**config.mk**
```make
export PLATFORM = sky130hd
export DESIGN_NAME = key_debounce_array
export DESIGN_NICKNAME = d
export VERILOG_FILES = /design/src/rtl/key_debounce_array.sv
export SDC_FILE = /design/constraint.sdc
export NUM_CORES = 1
export LEC_CHECK = 0
export ABC_AREA = 1
export BUFFER_PORTS_ARGS = -buffer_cell sky130_fd_sc_hd__buf_2
export CAP_MARGIN = 20
export CORE_MARGIN = 3
export CORE_UTILIZATION = 45
export DETAILED_ROUTE_END_ITERATION = 8
export GPL_ROUTABILITY_DRIVEN = 0
export GPL_TIMING_DRIVEN = 0
export PLACE_DENSITY_LB_ADDON = 0.15
export REMOVE_ABC_BUFFERS = 1
export SLEW_MARGIN = 20
export SYNTH_ARGS = -nofsm -noshare
export SYNTH_HDL_FRONTEND = slang
export SYNTH_SLANG_ARGS = --single-unit
export TNS_END_PERCENT = 100
```
**constraint.sdc**
```tcl
create_clock -name CLK_50M -period 4.4 [get_ports CLK_50M]
set_clock_uncertainty 0.15 [all_clocks]
set_input_delay 0.44 -clock CLK_50M [delete_from_list [all_inputs] [get_ports CLK_50M]]
set_output_delay 0.44 -clock CLK_50M [all_outputs]
set_load 0.01 [all_outputs]
```
**src/rtl/key_debounce_array.sv**
```systemverilog
// N-channel push-button synchroniser and debouncer.
// Emits clean levels plus press, release and typematic repeat pulses.
module key_debounce_array #(
  parameter int N_KEYS       = 4,
  parameter int TICK_DIV     = 50000,
  parameter int STABLE_TICKS = 4,
  parameter int REPEAT_DELAY = 500,
  parameter int REPEAT_RATE  = 100,
  parameter bit ACTIVE_HIGH  = 1'b1
) (
  input  logic              CLK_50M,
  input  logic              RSTn,
  input  logic [N_KEYS-1:0] key_in,
  input  logic              repeat_en,
  output logic [N_KEYS-1:0] key_level,
  output logic [N_KEYS-1:0] press_pulse,
  output logic [N_KEYS-1:0] release_pulse,
  output logic [N_KEYS-1:0] repeat_pulse,
  output logic              any_press
);

  localparam int TW = $clog2(TICK_DIV);
  localparam int SW = $clog2(STABLE_TICKS + 1);
  localparam int RMAX =
    (REPEAT_DELAY > REPEAT_RATE) ? REPEAT_DELAY : REPEAT_RATE;
  localparam int RW = $clog2(RMAX + 1);

  localparam logic [N_KEYS-1:0] IDLE_RAW =
    {N_KEYS{~ACTIVE_HIGH}};
  localparam logic [TW-1:0] TICK_LAST = TW'(TICK_DIV - 1);
  localparam logic [SW-1:0] ST_LAST = SW'(STABLE_TICKS - 1);
  localparam logic [RW-1:0] R_DELAY = RW'(REPEAT_DELAY);
  localparam logic [RW-1:0] R_RATE = RW'(REPEAT_RATE);
  localparam logic [RW-1:0] R_ONE = RW'(1);

  logic [N_KEYS-1:0] sync1;
  logic [N_KEYS-1:0] sync2;
  logic [N_KEYS-1:0] s;
  logic [TW-1:0]     tick_cnt;
  logic              tick;

  logic [SW-1:0] stable_cnt [N_KEYS];
  logic [SW-1:0] stab_d     [N_KEYS];
  logic [RW-1:0] rep_cnt    [N_KEYS];
  logic [RW-1:0] rep_d      [N_KEYS];

  logic [N_KEYS-1:0] lvl_d;
  logic [N_KEYS-1:0] prs_d;
  logic [N_KEYS-1:0] rel_d;
  logic [N_KEYS-1:0] rpt_d;

  // Two-flop synchroniser, reset to the released raw level.
  always_ff @(posedge CLK_50M or negedge RSTn) begin
    if (!RSTn) begin
      sync1 <= IDLE_RAW;
      sync2 <= IDLE_RAW;
    end else begin
      sync1 <= key_in;
      sync2 <= sync1;
    end
  end

  assign s = sync2 ^ IDLE_RAW;

  // Free-running sample tick divider.
  always_ff @(posedge CLK_50M or negedge RSTn) begin
    if (!RSTn) begin
      tick_cnt <= '0;
    end else if (tick) begin
      tick_cnt <= '0;
    end else begin
      tick_cnt <= tick_cnt + 1'b1;
    end
  end

  assign tick = (tick_cnt == TICK_LAST);

  // Per-channel debounce decision and repeat countdown.
  always_comb begin
    lvl_d = key_level;
    prs_d = '0;
    rel_d = '0;
    rpt_d = '0;
    for (int i = 0; i < N_KEYS; i++) begin
      stab_d[i] = stable_cnt[i];
      rep_d[i]  = rep_cnt[i];
    end
    if (tick) begin
      for (int i = 0; i < N_KEYS; i++) begin
        if (s[i] == key_level[i]) begin
          stab_d[i] = '0;
        end else if (stable_cnt[i] == ST_LAST) begin
          lvl_d[i]  = s[i];
          stab_d[i] = '0;
          prs_d[i]  = s[i];
          rel_d[i]  = ~s[i];
        end else begin
          stab_d[i] = stable_cnt[i] + 1'b1;
        end
        if (prs_d[i]) begin
          rep_d[i] = repeat_en ? R_DELAY : '0;
        end else if (!lvl_d[i] || !repeat_en) begin
          rep_d[i] = '0;
        end else if (rep_cnt[i] == R_ONE) begin
          rpt_d[i] = 1'b1;
          rep_d[i] = R_RATE;
        end else if (rep_cnt[i] != '0) begin
          rep_d[i] = rep_cnt[i] - 1'b1;
        end
      end
    end
  end

  // Channel state and registered one-cycle pulses.
  always_ff @(posedge CLK_50M or negedge RSTn) begin
    if (!RSTn) begin
      key_level     <= '0;
      press_pulse   <= '0;
      release_pulse <= '0;
      repeat_pulse  <= '0;
      any_press     <= 1'b0;
      for (int i = 0; i < N_KEYS; i++) begin
        stable_cnt[i] <= '0;
        rep_cnt[i]    <= '0;
      end
    end else begin
      key_level     <= lvl_d;
      press_pulse   <= prs_d;
      release_pulse <= rel_d;
      repeat_pulse  <= rpt_d;
      any_press     <= |prs_d;
      for (int i = 0; i < N_KEYS; i++) begin
        stable_cnt[i] <= stab_d[i];
        rep_cnt[i]    <= rep_d[i];
      end
    end
  end

endmodule

```
==> results by stage <==
Status:
- The flow ran to the end, and the final reports show no timing, DRC or antenna violations.

GRT:
- In the global route stage, overall resource usage came out at 0.187.
- In the global route stage, met3 resource usage came out at 0.0417.
- The global-route track usage on met2 is 0.292.
- The via count of the first global-routing pass is 4191.
- Entering global routing, the biggest net connects 53 pins.
- The global-route wire length before repair is 19600 um.
- In this run the most used layer during global routing was met2.
- The initial antenna violation count came to 0.
- The residual overflow from global routing is 0.
- For this run, global-route usage on met1 was measured as 0.262.

Route:
- The first detailed-routing pass ran for 4 iterations.
- After detailed routing, the number of remaining DRC violations is 0.
- The detailed-route wire length per cell is 12.3 um.
- The remaining antenna violation count is 0.
- Across all layers, the routed design uses ~4.3k vias.
- In the routed layout, each cell is associated on average with a via count of roughly 5.
- The number of design-rule violations left by the first detailed-router iteration is 241.
- The total length of routed wires is around 11000 um.

STA:
- The headroom to the max-slew limit is 0.574.
- Setup repair after global routing left no endpoint under its margin.
- The highest clock rate is 424 MHz.
- The number of pins exceeding their max-slew limit in the final report is 0.
- The post-route setup TNS is 0 ns.
- The total count of hold-check failures in the final report is 0.
- The transition time of the tightest slew-check pin is ~0.64 ns.
- Dividing the final minimum period by the clock period gives 0.535.
- Setup violations remaining at the end of the flow were counted as 0.
- The final critical-path required period is between 2 and 2.5 ns.
- The worst path meets setup with 2.04 ns of slack.

Die:
- The die is 113 um tall.
- For this configuration, the core starts out at a cell density of 0.467.
- After floorplanning, the core was divided into 38 placement rows.
- From left edge to right edge, the die measures between 100 and 150 um.
- The area of the die is roughly 13000 sq um.
- The number of I/O pins is 24.
- The total core area is 11000 sq um.

CTS:
- Clock tree synthesis selected as its root buffer the cell clkbuf_16.
- Clock-pin slew was measured on the worst setup and hold paths at approximately 0.07 ns.
- After clock tree synthesis, the flow added hold-fix buffers numbering 1.
- The total CTS buffers is 9.
- After clock tree synthesis, the setup repair step added 0 buffers.
- The count of instances resized after the clock tree is built is 0.
- The number of clock sinks seen by CTS is between 80 and 90.
- TritonCTS built the clock tree.
- Counting along the longest clock path gives a buffer depth of 2.
- The clock latency at the later pin of the worst-skew pair is 0.35 ns.
- The H-tree was split into 3 levels.

Placed design:
- The detailed placement HPWL is slightly below 8000 um.
- The placed cell area is about 5400 sq um.
- The count of placed standard cells including taps is ~860.
- The worst slack after detailed placement is between 2 and 2.5 ns.
- Port buffering added 23 buffers.

Logic synthesis:
- The share of the Yosys chip area taken by registers is 0.432.
- Counting every instance in the synthesized netlist gives roughly 700.
- Averaged over all synthesized cells, the footprint is approximately 7.3 sq um.
- The number of unique standard cell types used by synthesis is 28.
- Of the post-synthesis cell area, the dominant cell type holds 0.432.
- After synthesis the netlist holds a flip-flop and latch count of between 80 and 90.
- Ranked by total cell area, the synthesized netlist is headed by dfrtp_1 43%, nand2_1 17%, nor2_1 6.6%.
- Summed over all instances, the cell type with the most area after synthesis is dfrtp_1.
- The combined area of all synthesized cells is 5150 sq um.
- The count of warnings emitted by yosys is 0.

Layout:
- The post-layout instance count excluding filler cells is approximately 880.
- Compared with the post-synthesis result, the final layout area differs by 11.0%.
- The number of filler cells placed in the layout is 1092.
- The most common cell after layout, fill and taps aside is nand2_1.
- In the final layout, flip-flops and latches occupy 2230 sq um.
- The final layout contains approximately 750 nets.
- The multi-input gate area in the final layout is roughly 2500 sq um.
- In the layout the commonest cells are 236 x nand2_1, 90 x nor2_1, 89 x inv_1, 89 x dfrtp_1, 50 x nand3_1.
- The finished cells cover around 5700 sq um.
- The repair_antennas step left the layout with diodes totalling 0.
- The share of final-layout standard cells stronger than drive strength 1 is 0.107.

Worst setup path:
- Measured in cells, the most critical reg-to-reg path has a length of 10.
- The setup path with the least slack is of type flop to flop.
- The sort of element at the start of the critical path is a flop.
- Grouping stages by cell kind, the critical path spends the most delay in simple AND/OR/NAND/NOR gates.
- Data arrives at the worst endpoint at between 2 and 2.5 ns.
- The maximum fanout encountered on the critical timing path is 20.
- In this run the register-to-register setup slack is just over 2 ns.
- The delay of the slowest cell on the worst path is approximately 0.42 ns.
- Traced cell by cell, the critical path runs through ha_1 -> nand2_2 -> nor2_8 -> inv_2 -> nor2_2 -> nand2_2 -> clkinv_2 -> o21ai_2 -> nand2_1 -> nand2_1.
- The required time of the critical path is ~4.5 ns.
- The kind of end point of the critical path is a flop.
- The sum of buffers and inverters on the critical path is 2.
- The slowest cell on the critical path is clkinv_2.
- The cell depth of the worst setup path is 10.

Job:
- The max-cap check violation count is 0.

Worst hold path:
- The path class of the tightest hold or removal check is input port to flop.
- Along the worst hold path, the cell count comes to 1.

Pwr:
- The power density over cell area is ~300 nW/um^2.
- The worst-case vdd ir drop is 0.196 mV.
- For this design the static power due to leakage is 3.07 nW.
[worst reg2reg max path: cells and delay by family (launching register included)]
kind,cells,cell delay [ns]
flip-flops,1,0.39
AO/OA/AOI/OAI,1,0.29
buffers and inverters,2,0.47
adder cells (fa/ha/maj),1,0.22
AND/OR/NAND/NOR,6,0.78
[state kept, by name (all words and copies together), names as in the netlist]
register / cells
stable_cnt: 12
sync1: 4
s: 4
any_press: 1
tick_cnt: 16
rep_cnt: 36
press_pulse: 4
repeat_pulse: 4
release_pulse: 4
key_level: 4
[cell type report]
| cell class | count | area share |
|---|---|---|
| tap | 140 | 0.0306 |
| sequential | 89 | 0.389 |
| clock buffer | 11 | 0.0424 |
| clock inverter | 5 | 0.0109 |
| multi-input combinational | 509 | 0.435 |
| inverter | 97 | 0.0639 |
| timing repair buffer | 25 | 0.0278 |
[where the power goes]
part / total [mW] / switching [mW] / internal (mW)
Clock: 0.790 / 0.331 / 0.459
Sequential: 0.845 / 0.0138 / 0.831
Combinational: 0.0766 / 0.0511 / 0.0255
[cell usage after synthesis]
master    count
inv_1        89
dfrtp_1      89
a21oi_1       6
nor3_1        7
nand4_1      24
o21ai_4       3
inv_2         7
nor2_1       90
nand3_2       3
buf_6         5
nand3_1      50
nand3b_1      4
buf_4         2
o21a_1        2
nand2_1     236
nor2_4        6
nand2_2       6
nor2_2       12
clkinv_2      1
o211ai_1      4
nor2_8        1
ha_1         13
xor2_1       14
o21ai_0      15
a21o_1        1
xnor2_1       4
o21ai_2       1
o21ai_1       7
[logic make-up (layout without fill, tap and decap cells)]
group           after synthesis  after routing  synth area share
buf+inv                     104            138            0.0847
fa+ha+maj                    13             13            0.0316
compound gates               39             39            0.0486
simple gates                439            439             0.372
flops                        89             89             0.432
xor+xnor                     18             18            0.0306
[metrics by stage]
stage / power, mW / hold slack (ns) / utilization
2_1_floorplan: 0.902 / -0.00559 / -
3_3_place_gp: 0.932 / 0.183 / 0.487
3_5_place_dp: 0.938 / 0.186 / 0.490
4_1_cts: 1.74 / 0.0316 / 0.519
5_1_grt: 1.78 / 0.0353 / 0.519
6_report: 1.71 / 0.0474 / 0.519
[path summary, 6_finish.rpt]
kind	start	endpoint
worst min register to register	sync1[3]$_DFF_PN0_	s[3]$_DFF_PN0_
worst max register to register	tick_cnt[0]$_DFF_PN0_	rep_cnt[31]$_DFFE_PN0P_
min in group asynchronous	RSTn	rep_cnt[32]$_DFFE_PN0P_
max in group asynchronous	RSTn	rep_cnt[6]$_DFFE_PN0P_
worst min-delay path	key_in[1]	sync1[1]$_DFF_PN0_
worst max-delay path	tick_cnt[0]$_DFF_PN0_	rep_cnt[31]$_DFFE_PN0P_
[routing by layer]
layer | part of all wire | vias up
met1 | 0.50 | 1950
met4 | 0.010 | 0
met2 | 0.45 | 60
met5 | 0 | -
li1 | - | 2256
met3 | 0.040 | 10
No activity file was read; power rests on OpenSTA's default activity.
